<file path="src/rtl/aer_pkg.sv">
// Shared definitions for the AER dual-rail link (transmitter and receiver).
package aer_pkg;

  localparam int AER_ADDR_W  = 8;
  localparam int AER_TIMEOUT = 255;

  typedef enum logic [2:0] {
    ST_IDLE    = 3'd0,
    ST_SPACER  = 3'd1,
    ST_DRIVE   = 3'd2,
    ST_WAIT_HI = 3'd3,
    ST_RTZ     = 3'd4,
    ST_WAIT_LO = 3'd5,
    ST_DONE    = 3'd6
  } aer_state_e;

  // Dual-rail code word {one, nought} for a single data bit.
  function automatic logic [1:0] aer_rails(input logic b);
    return b ? 2'b10 : 2'b01;
  endfunction

  // States in which the link waits on the receiver and the timeout runs.
  function automatic logic aer_is_wait(input aer_state_e s);
    return (s == ST_SPACER) || (s == ST_WAIT_HI) || (s == ST_WAIT_LO);
  endfunction

endpackage

</file>
<file path="src/rtl/aer_dual_rail_tx_if.sv">
// Event-in / dual-rail-out bundle of the AER transmitter.
interface aer_dual_rail_tx_if #(
  parameter int ADDR_W = aer_pkg::AER_ADDR_W
);
  logic [ADDR_W-1:0] ev_addr;
  logic              ev_valid;
  logic              ev_ready;
  logic              ack;
  logic              nought;
  logic              one;
  logic              busy;
  logic              done;
  logic              err;

  // Transmitter side.
  modport master (
    input  ev_addr, ev_valid, ack,
    output ev_ready, nought, one, busy, done, err
  );

  // Upstream source plus receiver side.
  modport slave (
    output ev_addr, ev_valid, ack,
    input  ev_ready, nought, one, busy, done, err
  );
endinterface

</file>
<file path="src/rtl/aer_sync2.sv">
// Two-flop synchronizer for an asynchronous level input.
module aer_sync2 (
  input  logic clk,
  input  logic reset,
  input  logic d,
  output logic q
);
  logic meta;

  // Capture the asynchronous level through two flops.
  always_ff @(posedge clk) begin
    if (reset) begin
      meta <= 1'b0;
      q    <= 1'b0;
    end else begin
      meta <= d;
      q    <= meta;
    end
  end
endmodule

</file>
<file path="src/rtl/aer_dual_rail_tx.sv">
// AER transmitter: sends an address event MSB first over a 4-phase
// return-to-zero dual-rail link, one bit per handshake.
module aer_dual_rail_tx
  import aer_pkg::*;
#(
  parameter int ADDR_W  = AER_ADDR_W,
  parameter int TIMEOUT = AER_TIMEOUT
) (
  input logic clk,
  input logic reset,
  aer_dual_rail_tx_if.master bus
);
  localparam int CNT_W = (ADDR_W > 1) ? $clog2(ADDR_W) : 1;
  localparam int TMO_W = $clog2(TIMEOUT + 1);
  localparam logic [CNT_W-1:0] BIT_LAST = CNT_W'(ADDR_W - 1);
  localparam logic [TMO_W-1:0] TMO_LAST = TMO_W'(TIMEOUT - 1);

  aer_state_e        state, state_nx;
  logic [ADDR_W-1:0] shreg, shreg_nx;
  logic [CNT_W-1:0]  bit_cnt, bit_cnt_nx;
  logic [TMO_W-1:0]  tmo_cnt;
  logic [1:0]        rails, rails_nx;
  logic              ready, active, done_pulse, err_pulse, err_nx;
  logic              ack_s, accept, tmo_hit;

  aer_sync2 u_ack_sync (
    .clk   (clk),
    .reset (reset),
    .d     (bus.ack),
    .q     (ack_s)
  );

  assign accept  = bus.ev_valid & ready;
  // One cycle before the counter would reach TIMEOUT, so err lands TIMEOUT cycles after entry.
  assign tmo_hit = (tmo_cnt == TMO_LAST);

  // Next-state, shift register and output decode; outputs follow the next state so they stay registered.
  always_comb begin
    state_nx   = state;
    shreg_nx   = shreg;
    bit_cnt_nx = bit_cnt;
    err_nx     = 1'b0;
    case (state)
      ST_IDLE: begin
        if (accept) begin
          state_nx   = ST_SPACER;
          shreg_nx   = bus.ev_addr;
          bit_cnt_nx = BIT_LAST;
        end else begin
          state_nx = ST_IDLE;
        end
      end
      ST_SPACER: begin
        if (!ack_s) begin
          state_nx = ST_DRIVE;
        end else if (tmo_hit) begin
          state_nx = ST_IDLE;
          err_nx   = 1'b1;
        end else begin
          state_nx = ST_SPACER;
        end
      end
      ST_DRIVE: begin
        state_nx = ST_WAIT_HI;
      end
      ST_WAIT_HI: begin
        if (ack_s) begin
          state_nx = ST_RTZ;
        end else if (tmo_hit) begin
          state_nx = ST_IDLE;
          err_nx   = 1'b1;
        end else begin
          state_nx = ST_WAIT_HI;
        end
      end
      ST_RTZ: begin
        state_nx = ST_WAIT_LO;
      end
      ST_WAIT_LO: begin
        if (!ack_s) begin
          if (bit_cnt == {CNT_W{1'b0}}) begin
            state_nx = ST_DONE;
          end else begin
            state_nx   = ST_DRIVE;
            shreg_nx   = {shreg[ADDR_W-2:0], 1'b0};
            bit_cnt_nx = bit_cnt - CNT_W'(1);
          end
        end else if (tmo_hit) begin
          state_nx = ST_IDLE;
          err_nx   = 1'b1;
        end else begin
          state_nx = ST_WAIT_LO;
        end
      end
      ST_DONE: begin
        state_nx = ST_IDLE;
      end
      default: begin
        state_nx = ST_IDLE;
      end
    endcase
    // The rail is held from DRIVE through WAIT_HI; every other state is a spacer.
    if ((state_nx == ST_DRIVE) || (state_nx == ST_WAIT_HI)) begin
      rails_nx = aer_rails(shreg_nx[ADDR_W-1]);
    end else begin
      rails_nx = 2'b00;
    end
  end

  // State, datapath, timeout counter and registered outputs.
  always_ff @(posedge clk) begin
    if (reset) begin
      state      <= ST_IDLE;
      shreg      <= {ADDR_W{1'b0}};
      bit_cnt    <= {CNT_W{1'b0}};
      tmo_cnt    <= {TMO_W{1'b0}};
      rails      <= 2'b00;
      ready      <= 1'b0;
      active     <= 1'b0;
      done_pulse <= 1'b0;
      err_pulse  <= 1'b0;
    end else begin
      state      <= state_nx;
      shreg      <= shreg_nx;
      bit_cnt    <= bit_cnt_nx;
      rails      <= rails_nx;
      ready      <= (state_nx == ST_IDLE);
      active     <= (state_nx != ST_IDLE);
      done_pulse <= (state_nx == ST_DONE);
      err_pulse  <= err_nx;
      if (state_nx != state) begin
        tmo_cnt <= {TMO_W{1'b0}};
      end else if (aer_is_wait(state)) begin
        tmo_cnt <= tmo_cnt + TMO_W'(1);
      end else begin
        tmo_cnt <= {TMO_W{1'b0}};
      end
    end
  end

  assign bus.one      = rails[1];
  assign bus.nought   = rails[0];
  assign bus.ev_ready = ready;
  assign bus.busy     = active;
  assign bus.done     = done_pulse;
  assign bus.err      = err_pulse;
endmodule

</file>
<file path="src/flat_wrapper.sv">
// flat-port wrapper written by rule: the top's interface ports become plain ports
module aer_dual_rail_tx_flat import aer_pkg::*;
#(
  parameter int ADDR_W  = AER_ADDR_W,
  parameter int TIMEOUT = AER_TIMEOUT
)
  (clk, reset, bus_ev_addr, bus_ev_valid, bus_ack, bus_ev_ready, bus_nought, bus_one, bus_busy, bus_done, bus_err);
  aer_dual_rail_tx_if #(.ADDR_W(ADDR_W)) bus_i ();
  input logic clk;
  input logic reset;
  input wire logic [$bits(bus_i.ev_addr)-1:0] bus_ev_addr;
  input wire logic [$bits(bus_i.ev_valid)-1:0] bus_ev_valid;
  input wire logic [$bits(bus_i.ack)-1:0] bus_ack;
  output wire logic [$bits(bus_i.ev_ready)-1:0] bus_ev_ready;
  output wire logic [$bits(bus_i.nought)-1:0] bus_nought;
  output wire logic [$bits(bus_i.one)-1:0] bus_one;
  output wire logic [$bits(bus_i.busy)-1:0] bus_busy;
  output wire logic [$bits(bus_i.done)-1:0] bus_done;
  output wire logic [$bits(bus_i.err)-1:0] bus_err;
  assign bus_i.ev_addr = bus_ev_addr;
  assign bus_i.ev_valid = bus_ev_valid;
  assign bus_i.ack = bus_ack;
  assign bus_ev_ready = bus_i.ev_ready;
  assign bus_nought = bus_i.nought;
  assign bus_one = bus_i.one;
  assign bus_busy = bus_i.busy;
  assign bus_done = bus_i.done;
  assign bus_err = bus_i.err;
  aer_dual_rail_tx #(.ADDR_W(ADDR_W), .TIMEOUT(TIMEOUT)) u_core (.clk(clk), .reset(reset), .bus(bus_i));
endmodule
</file>
<file path="config.mk">
export PLATFORM = sky130hd
export DESIGN_NAME = aer_dual_rail_tx_flat
export DESIGN_NICKNAME = d
export VERILOG_FILES = /design/src/rtl/aer_pkg.sv /design/src/rtl/aer_dual_rail_tx_if.sv /design/src/rtl/aer_sync2.sv /design/src/rtl/aer_dual_rail_tx.sv /design/src/flat_wrapper.sv
export SDC_FILE = /design/constraint.sdc
export NUM_CORES = 1
export LEC_CHECK = 0
export ABC_AREA = 1
export BUFFER_PORTS_ARGS = -buffer_cell sky130_fd_sc_hd__buf_2
export CAP_MARGIN = 40
export CORE_MARGIN = 4
export CORE_UTILIZATION = 50
export CTS_BUF_LIST = sky130_fd_sc_hd__clkbuf_8
export DETAILED_ROUTE_END_ITERATION = 8
export MAX_ROUTING_LAYER = met4
export PLACE_DENSITY = 0.75
export SKIP_CTS_REPAIR_TIMING = 1
export SYNTH_ARGS = -nofsm -noshare
export SYNTH_HDL_FRONTEND = slang
export SYNTH_SLANG_ARGS = --single-unit
export TNS_END_PERCENT = 20
</file>
<file path="constraint.sdc">
create_clock -name clk -period 1.3 [get_ports clk]
set_input_delay 0.13 -clock clk [delete_from_list [all_inputs] [get_ports clk]]
set_output_delay 0.13 -clock clk [all_outputs]
set_load 0.02 [all_outputs]
</file>
==> flow_metrics.env, run 1 <==
export IMPL_worstRegToRegCells=9
export IMPL_ys_seq_area_share_pct=45.24
export IMPL_dr_pass1_iters=5
export IMPL_first_iter_violations=115
export IMPL_synth_area_sq_um=1328
export IMPL_cts_buffers=5
export IMPL_gr_total_overflow=0
export IMPL_power_leakage_nw=0.7506
export IMPL_status="finished with violations"
export IMPL_timing_fmax_mhz=721.0
export IMPL_hp_class="primary input to register"
export IMPL_cts_tree="built"
export IMPL_ant_nets=0
export IMPL_hold_viol=0
export IMPL_cts_root_buf="clkbuf_8"
export IMPL_end_kind="register"
export IMPL_synth_top_cells_by_count="dfxtp_1 (30), nand2_1 (29), nor2_1 (25)"
export IMPL_dp_hpwl_mm=1.963
export IMPL_core_sq_um=2500
export IMPL_clk_path_buf_depth=2
export IMPL_syn_inst=165
export IMPL_crit_reg2reg_capture="u_core.tmo_cnt[2]"
export IMPL_insertion_delay_ps=290
export IMPL_via_per_inst=5.305
export IMPL_fill_cells=192
export IMPL_synth_top_area_cell="dfxtp_1"
export IMPL_violations="negative setup slack"
export IMPL_wirelength_mm=3.001
export IMPL_nets=218
export IMPL_finalCritPeriodShare_pct=106.7
export IMPL_rsz0062_at_grt="yes"
export IMPL_cts_clk_slew_worst_paths_ps=70
export IMPL_worstSetupPathType="register to register"
export IMPL_power_density_nw_per_um2=1370
export IMPL_max_cap_violations=0
export IMPL_yosys_top_cells_area="dfxtp_1 (45%), nand2_1 (8.2%), nor2_1 (7.1%)"
export IMPL_start_kind="register"
export IMPL_cp_endpoint="u_core.tmo_cnt[2]"
export IMPL_period_needed_ps=1387
export IMPL_synth_nets=181
export IMPL_grt_max_degree=18
export IMPL_vias=1236
export IMPL_ys_dominant_reg_cell="dfxtp_1"
export IMPL_multi_input_area_sq_um=744.5
export IMPL_grt_usage_pct=17.15
export IMPL_row_count=18
export IMPL_total_power_mw=2.409
export IMPL_slew_headroom_pct=76.68
export IMPL_synth_top_area_share_pct=45.24
export IMPL_async_reset_ff_share_pct=0
export IMPL_wire_per_inst_um=12.88
export IMPL_synth_avg_cell_area_sq_um=8.046
export IMPL_postPlaceCellArea_sq_um=1533
export IMPL_ys_ff_latch=30
export IMPL_synth_enable_flop_cells=0
export IMPL_drive_gt1_share_pct=43.35
export IMPL_whs_ps=49.88
export IMPL_timing_final_ws_setup_ps=-86.88
export IMPL_io_pins=18
export IMPL_diodes=0
export IMPL_final_setup_viol_count=22
export IMPL_cts_sinks=30
export IMPL_ir_drop_mv=1.138
export IMPL_regArea_sq_um=609.3
export IMPL_dieArea_sq_um=3543
export IMPL_reg2reg_setup_slack_ps=-90
export IMPL_portBuffers=17
export IMPL_antenna_found_initial=0
export IMPL_worstPathMaxFanout=8
export IMPL_remaining_drc_errors=0
export IMPL_htree_levels=2
export IMPL_crit_start="u_core.tmo_cnt[0]"
export IMPL_tightest_slew_ps=348.6
export IMPL_r2r_start="u_core.tmo_cnt[0]"
export IMPL_synthToLayoutAreaGrowth_pct=32.42
export IMPL_required_ps=1470
export IMPL_finClkSkew_ps=6.754
export IMPL_synth_yosys_warnings=0
export IMPL_first_global_vias=1123
export IMPL_gp_congestion=0.7848
export IMPL_die_w_um=59.53
export IMPL_synth_most_common_cell="dfxtp_1"
export IMPL_arrival_ps=1560
export IMPL_grt_pass1_wl_mm=4.374
export IMPL_slew_viol_final=0
export IMPL_die_y_um=59.53
export IMPL_start_util_pct=53.10
export IMPL_stdcell_area_sq_um=1758
export IMPL_ys_types=24
[state kept, by name, indices dropped and copies added (netlist names)]
name and flops:
u_core.bus.done 1, u_core.bit_cnt 3, u_core.u_ack_sync.meta 1, u_core.tmo_cnt 8, u_core.bus.err 1, u_core.shreg 8
u_core.bus.ev_ready 1, u_core.u_ack_sync.q 1, u_core.rails 2, u_core.state 3, u_core.bus.busy 1
[area by class of cell]
class,instances,share of cell area (%)
multi-input cells,114,42.35
flip-flops and latches,30,34.66
repair buffers,32,11.25
clock buffers,6,4.697
inverters,19,4.199
well taps,30,2.135
clock inverters,2,0.7117
[report_power, final]
part,switching (mW),total [mW],internal [mW]
Sequential,0.0535,1.06,1.00
Combinational,0.348,0.575,0.227
Clock,0.351,0.776,0.424
Total,0.753,2.41,1.66
[cell usage in the layout, fill, tap and decap left out, types with 5 or more instances in the layout]
master,instances
buf_2,17
nand2_1,26
a21oi_1,10
buf_4,15
nor2_1,19
clkbuf_8,6
nor2_2,8
xor2_1,5
a22oi_1,6
dfxtp_2,7
nand2_2,5
inv_2,10
dfxtp_1,23
inv_1,8
nand3_1,6
[worst max-delay path: stages, from the launching register on]
cell      delay, ps
dfxtp_2         330
inv_2            60
ha_4            120
inv_2            40
nor2_4          120
nand2_4          90
nand2_1         100
nand4_1         150
nand3b_4        180
nor2_1           60
[how the worst min path moves through the flow]
stage | startpoint | to | slack, ps | cells after the start
6_report | bus_ack | u_core.u_ack_sync.meta | 50 | 3
3_3_place_gp | bus_ack | u_core.u_ack_sync.meta | 330 | 3
5_1_grt | bus_ack | u_core.u_ack_sync.meta | 60 | 3
4_1_cts | bus_ack | u_core.u_ack_sync.meta | 40 | 3
2_1_floorplan | bus_ack | u_core.u_ack_sync.meta | 240 | 2
3_5_place_dp | bus_ack | u_core.u_ack_sync.meta | 340 | 3
[cells by family after synthesis]
| group | count (synthesis) | synth area share (%) |
|---|---|---|
| simple gates | 79 | 29.69 |
| flops | 30 | 45.24 |
| compound gates | 24 | 10.74 |
| buf+inv | 21 | 5.938 |
| xor+xnor | 7 | 4.618 |
| fa+ha+maj | 4 | 3.770 |
[routing by layer]
| metal | global-route usage, % | routed length (um) |
|---|---|---|
| met5 | - | 0 |
| met4 | 9.177 | 61 |
| met1 | 16.87 | 1208 |
| met3 | 7.190 | 208 |
| met2 | 28.55 | 1522 |
[through the flow]
stage | setup WS [ps] | utilization, % | std cells | setup TNS [ps]
floorplan | -0.4557 | - | 165 | -1.414
finish | -86.88 | 70.32 | 233 | -1242
CTS | -109.1 | 65.12 | 230 | -1248
detailed placement | -84.62 | 61.31 | 222 | -949.1
global placement | -31.05 | 61.31 | 222 | -93.71
global route | -182.4 | 70.32 | 233 | -2874
Power figures use the tool's default switching activity.
==> run 2, diff against run 1 <==
CORE_ASPECT_RATIO = 0.9   (was unset)
==> flow_metrics.env, run 2 (same netlist as run 1, synthesis figures left out) <==
export IMPL_r2r_start="u_core.bit_cnt[0]"
export IMPL_worstSetupPathType="register to register"
export IMPL_core_sq_um=2489
export IMPL_status="finished with violations"
export IMPL_whs_ps=45.21
export IMPL_max_cap_violations=0
export IMPL_timing_fmax_mhz=720.9
export IMPL_tightest_slew_ps=284.5
export IMPL_hp_class="primary input to register"
export IMPL_io_pins=18
export IMPL_worstRegToRegCells=11
export IMPL_cts_buffers=5
export IMPL_whs_path_depth=3
export IMPL_start_util_pct=53.34
export IMPL_htree_levels=2
export IMPL_crit_reg2reg_capture="u_core.rails[0]"
export IMPL_timing_final_ws_setup_ps=-87.22
export IMPL_grt_usage_pct=17.67
export IMPL_cts_root_buf="clkbuf_8"
export IMPL_dieArea_sq_um=3545
export IMPL_power_leakage_nw=0.7599
export IMPL_drive_gt1_share_pct=42.65
export IMPL_final_setup_viol_count=21
export IMPL_gp_congestion=0.8581
export IMPL_die_w_um=62.32
export IMPL_die_y_um=56.89
export IMPL_pwr_share_clk_pct=31.7
export IMPL_p_int_mw=1.644
export IMPL_cts_clk_slew_worst_paths_ps=60
export IMPL_utilization_pct=70.59
export IMPL_diodes=0
export IMPL_insertion_delay_ps=280
export IMPL_dp_hpwl_mm=2.007
export IMPL_slew_viol_final=0
export IMPL_mostFrequentLayoutCell="nand2_1"
export IMPL_vias=1209
export IMPL_p_comb_share_pct=23.7
export IMPL_first_iter_violations=83
export IMPL_p_seq_share_pct=44.6
export IMPL_cts_tree="built"
export IMPL_gr_total_overflow=0
export IMPL_clk_path_buf_depth=2
export IMPL_wire_per_inst_um=13.00
export IMPL_synthToLayoutAreaGrowth_pct=32.33
export IMPL_multi_input_area_sq_um=743.2
export IMPL_finalCritPeriodShare_pct=106.7
export IMPL_worstPathMaxFanout=5
export IMPL_antenna_found_initial=0
export IMPL_power_density_nw_per_um2=1351
export IMPL_nets=219
export IMPL_max_stage_delay_ps=340
export IMPL_ir_drop_mv=1.431
export IMPL_finClkSkew_ps=6.295
export IMPL_end_kind="register"
export IMPL_holdPathEnd="u_core.u_ack_sync.meta"
export IMPL_first_global_vias=1105
export IMPL_slew_headroom_pct=80.96
export IMPL_grt_pass1_wl_mm=4.671
export IMPL_row_count=17
export IMPL_grt_max_degree=18
export IMPL_violations="negative setup slack"
export IMPL_cts_sinks=30
export IMPL_fin_cells=232
export IMPL_ant_nets=0
export IMPL_regArea_sq_um=610.6
export IMPL_layout_common_cells="nand2_1 (28), dfxtp_1 (22), nor2_1 (18)"
export IMPL_slowest_stage="dfxtp_2"
export IMPL_arrival_ps=1610
export IMPL_start_kind="register"
export IMPL_period_needed_ps=1387
export IMPL_hold_viol=0
export IMPL_fill_cells=189
export IMPL_largestRegisters="u_core.shreg: 8 flops, u_core.tmo_cnt: 8 flops"
export IMPL_crit_chain="inv_2 -> ha_4 -> inv_2 -> nor2_1 -> nor2_1 -> nand2_1 -> nand2_2 -> nor2_2 -> nor2_2 -> inv_1 -> nor2_1"
export IMPL_critPathMostFrequentCell="nor2_1"
export IMPL_required_ps=1530
export IMPL_fin_setup_tns_ps=-1064
export IMPL_wirelength_mm=3.016
export IMPL_dr_pass1_iters=4
export IMPL_portBuffers=17
export IMPL_remaining_drc_errors=0
export IMPL_rsz0062_at_grt="yes"
export IMPL_via_per_inst=5.211
export IMPL_reg2reg_setup_slack_ps=-90
export IMPL_min_from="bus_ack"
export IMPL_sw_frac_of_total_pct=30.73
export IMPL_dpl_cell_count=222
export IMPL_switchingPower_mw=0.7290
[run 2: worst max-delay path by stage]
stage,from,endpoint
final,u_core.bit_cnt[0],u_core.rails[0]
after global routing,u_core.bit_cnt[0],u_core.rails[0]
after CTS,u_core.tmo_cnt[0],u_core.tmo_cnt[6]
after detailed placement,u_core.tmo_cnt[0],u_core.tmo_cnt[6]
after global placement,u_core.tmo_cnt[0],u_core.bus.busy
after floorplan,u_core.tmo_cnt[0],u_core.tmo_cnt[5]
[run 2: layer usage]
layer  global-route usage (%)  share of wire [%]  vias up  wire length (um)
met3                    8.000                5.3       13               161
li1                         -                  -      607                 -
met5                        -                  0        -                 0
met4                    7.273                3.0        0                89
met2                    28.55                 51       32              1539
met1                    18.78                 41      557              1225
[run 2: final cells by class]
cell class | instances | area share (%)
Multi-Input combinational cell | 114 | 42.31
Sequential cell | 30 | 34.76
Timing Repair Buffer | 33 | 11.68
Clock buffer | 6 | 4.701
Inverter | 19 | 4.060
Tap cell | 28 | 1.994
Clock inverter | 2 | 0.4986
[run 2: power groups by stage]
stage          sequential, mW  clock [mW]  combinational, mW
2_1_floorplan            1.09           0              0.310
3_3_place_gp             1.06           0              0.463
3_5_place_dp             1.07           0              0.486
4_1_cts                  1.05       0.772              0.487
5_1_grt                  1.07       0.834              0.618
6_report                 1.06       0.753              0.562
[run 2: critical path, delay by kind of cell (launching register included)]
kind	cells	cell delay (ps)
buf+inv	3	160
simple gates	7	690
flops	1	340
fa+ha+maj	1	150
[run 2: stage by stage]
| stage | total power [mW] | setup slack, ps | instance area, sq um |
|---|---|---|---|
| floorplan | 1.404 | -0.4557 | 1328 |
| global placement | 1.527 | -35.65 | 1545 |
| finish | 2.373 | -87.22 | 1757 |
| global route | 2.521 | -181.2 | 1757 |
| detailed placement | 1.556 | -108.2 | 1545 |
| CTS | 2.308 | -131.2 | 1637 |
==> run 3, diff against run 2 <==
ABC_AREA = unset   (was 1)
PLACE_DENSITY = 0.74   (was 0.75)
==> flow_metrics.env, run 3 <==
export IMPL_violations="negative setup slack"
export IMPL_async_reset_ff_share_pct=0
export IMPL_rsz0062_at_grt="yes"
export IMPL_postPlaceCellArea_sq_um=1688
export IMPL_ys_types=43
export IMPL_timing_final_ws_setup_ps=-155.7
export IMPL_start_kind="register"
export IMPL_power_leakage_nw=0.7455
export IMPL_synth_top_area_share_pct=43.36
export IMPL_cts_clk_slew_worst_paths_ps=60
export IMPL_first_global_vias=1205
export IMPL_dieArea_sq_um=3677
export IMPL_hold_viol=0
export IMPL_holdPathEnd="u_core.u_ack_sync.meta"
export IMPL_via_per_inst=5.579
export IMPL_portBuffers=17
export IMPL_synthToLayoutAreaGrowth_pct=41.10
export IMPL_ant_nets=0
export IMPL_ys_ff_latch=30
export IMPL_wire_per_inst_um=14.90
export IMPL_fin_cells=221
export IMPL_remaining_drc_errors=0
export IMPL_largestRegisters="u_core.shreg: 8 flops, u_core.tmo_cnt: 8 flops"
export IMPL_first_iter_violations=41
export IMPL_yosys_top_cells_area="dfxtp_1 (43%), nand3_1 (4.7%), ha_1 (3.6%)"
export IMPL_synth_top_cells_by_count="dfxtp_1 (30), nand3_1 (13), a21oi_1 (8)"
export IMPL_core_sq_um=2552
export IMPL_fin_setup_tns_ps=-1781
export IMPL_dpl_cell_count=210
export IMPL_synth_enable_flop_cells=0
export IMPL_place_ws_ps=-183.1
export IMPL_cts_buffers=5
export IMPL_use_met3_pct=7.752
export IMPL_synth_most_common_cell="dfxtp_1"
export IMPL_mostFrequentLayoutCell="buf_4"
export IMPL_worstPathMaxFanout=8
export IMPL_period_needed_ps=1456
export IMPL_grt_max_degree=23
export IMPL_grt_usage_pct=18.64
export IMPL_synth_nets=159
export IMPL_dr_pass1_iters=4
export IMPL_io_pins=18
export IMPL_slew_viol_final=0
export IMPL_htree_levels=2
export IMPL_slew_headroom_pct=76.51
export IMPL_final_setup_viol_count=20
export IMPL_synth_area_sq_um=1385
export IMPL_synth_yosys_warnings=0
export IMPL_utilization_pct=76.57
export IMPL_start_util_pct=54.26
export IMPL_diodes=0
export IMPL_min_from="bus_ack"
export IMPL_die_w_um=63.48
export IMPL_r2r_start="u_core.state[1]"
export IMPL_grt_pass1_wl_mm=5.161
export IMPL_whs_path_depth=2
export IMPL_die_y_um=57.93
export IMPL_grt_busiest_layer="met2"
export IMPL_clk_path_buf_depth=2
export IMPL_tightest_slew_ps=350.2
export IMPL_required_ps=1520
export IMPL_use_met1_pct=19.24
export IMPL_stdcell_area_sq_um=1954
export IMPL_arrival_ps=1680
export IMPL_hp_class="primary input to register"
export IMPL_antenna_found_initial=0
export IMPL_drive_gt1_share_pct=51.81
export IMPL_end_kind="register"
export IMPL_worstRegToRegCells=6
export IMPL_status="finished with violations"
export IMPL_total_power_mw=3.226
export IMPL_row_count=17
export IMPL_finClkSkew_ps=2.754
export IMPL_insertion_delay_ps=290
export IMPL_gr_total_overflow=0
export IMPL_gp_congestion=0.7778
export IMPL_crit_reg2reg_capture="u_core.tmo_cnt[4]"
export IMPL_grtUsageMet2_pct=31.99
export IMPL_finalCritPeriodShare_pct=112.0
export IMPL_worstSetupPathType="register to register"
export IMPL_cts_root_buf="clkbuf_8"
export IMPL_cts_tree="built"
export IMPL_dp_hpwl_mm=2.243
export IMPL_reg2reg_setup_slack_ps=-160
export IMPL_synth_top_area_cell="dfxtp_1"
export IMPL_wirelength_mm=3.293
export IMPL_max_cap_violations=0
export IMPL_cts_sinks=30
export IMPL_ys_seq_area_share_pct=43.36
export IMPL_nets=208
export IMPL_synth_avg_cell_area_sq_um=9.686
export IMPL_timing_fmax_mhz=686.9
export IMPL_layout_common_cells="buf_4 (29), dfxtp_1 (22), buf_2 (17)"
export IMPL_whs_ps=52.10
export IMPL_vias=1233
export IMPL_ys_dominant_reg_cell="dfxtp_1"
export IMPL_power_density_nw_per_um2=1651
export IMPL_syn_inst=143
export IMPL_ir_drop_mv=1.147
run 3: cell types whose count changed after synthesis, sizes merged, moves of 4 or more:
| cell | delta |
|---|---|
| nand3 | +5 |
| buf | +6 |
| a21oi | -6 |
| nor2 | -19 |
| nor2b | +4 |
| nand2 | -26 |
| inv | -14 |
| a211oi | +4 |
run 3: kinds of logic (layout without fill, tap and decap cells):
| group | after synthesis | after routing | synth area share, % |
|---|---|---|---|
| simple gates | 61 | 61 | 27.73 |
| xor+xnor | 6 | 6 | 3.795 |
| flops | 30 | 30 | 43.36 |
| compound gates | 29 | 29 | 15.54 |
| buf+inv | 13 | 63 | 5.962 |
| fa+ha+maj | 4 | 4 | 3.614 |
run 3: routing by layer:
metal	vias up	wire (um)
met2	23	1717
li1	609	-
met5	-	0
met4	0	56
met3	9	137
met1	592	1381
run 3: critical path, cell delays in order (launching register included):
cell     delay, ps
dfxtp_4        370
buf_4          140
and2b_1        190
o21ai_2         60
or3b_4         390
buf_6          150
nor2_2          80
run 3: worst max-delay path by stage:
stage	slack [ps]	to	cells past startpoint	startpoint
finish	-160	u_core.tmo_cnt[4]	6	u_core.state[1]
global route	-200	u_core.rails[1]	6	u_core.state[1]
CTS	-220	u_core.tmo_cnt[4]	5	u_core.state[1]
detailed placement	-180	u_core.rails[1]	5	u_core.state[1]
global placement	-140	u_core.tmo_cnt[3]	5	u_core.state[1]
floorplan	-80	u_core.tmo_cnt[0]	7	u_core.tmo_cnt[0]
run 3: area by class of cell:
| cell class | count | area [sq um] |
|---|---|---|
| clock inverter | 2 | 12.51 |
| fill | 180 | 598.1 |
| timing repair buffer | 50 | 347.8 |
| clock buffer | 6 | 82.58 |
| tap | 28 | 35.03 |
| inverter | 5 | 18.77 |
| multi-input combinational | 100 | 844.6 |
| sequential | 30 | 613.1 |
run 3: report_power, final:
group          internal (mW)  total (mW)  leakage [nW]  switching (mW)
Combinational          0.687        1.27         0.451           0.582
Clock                  0.424       0.776        0.0472           0.352
Sequential              1.06        1.18         0.248           0.117
Total                   2.17        3.23         0.745            1.05
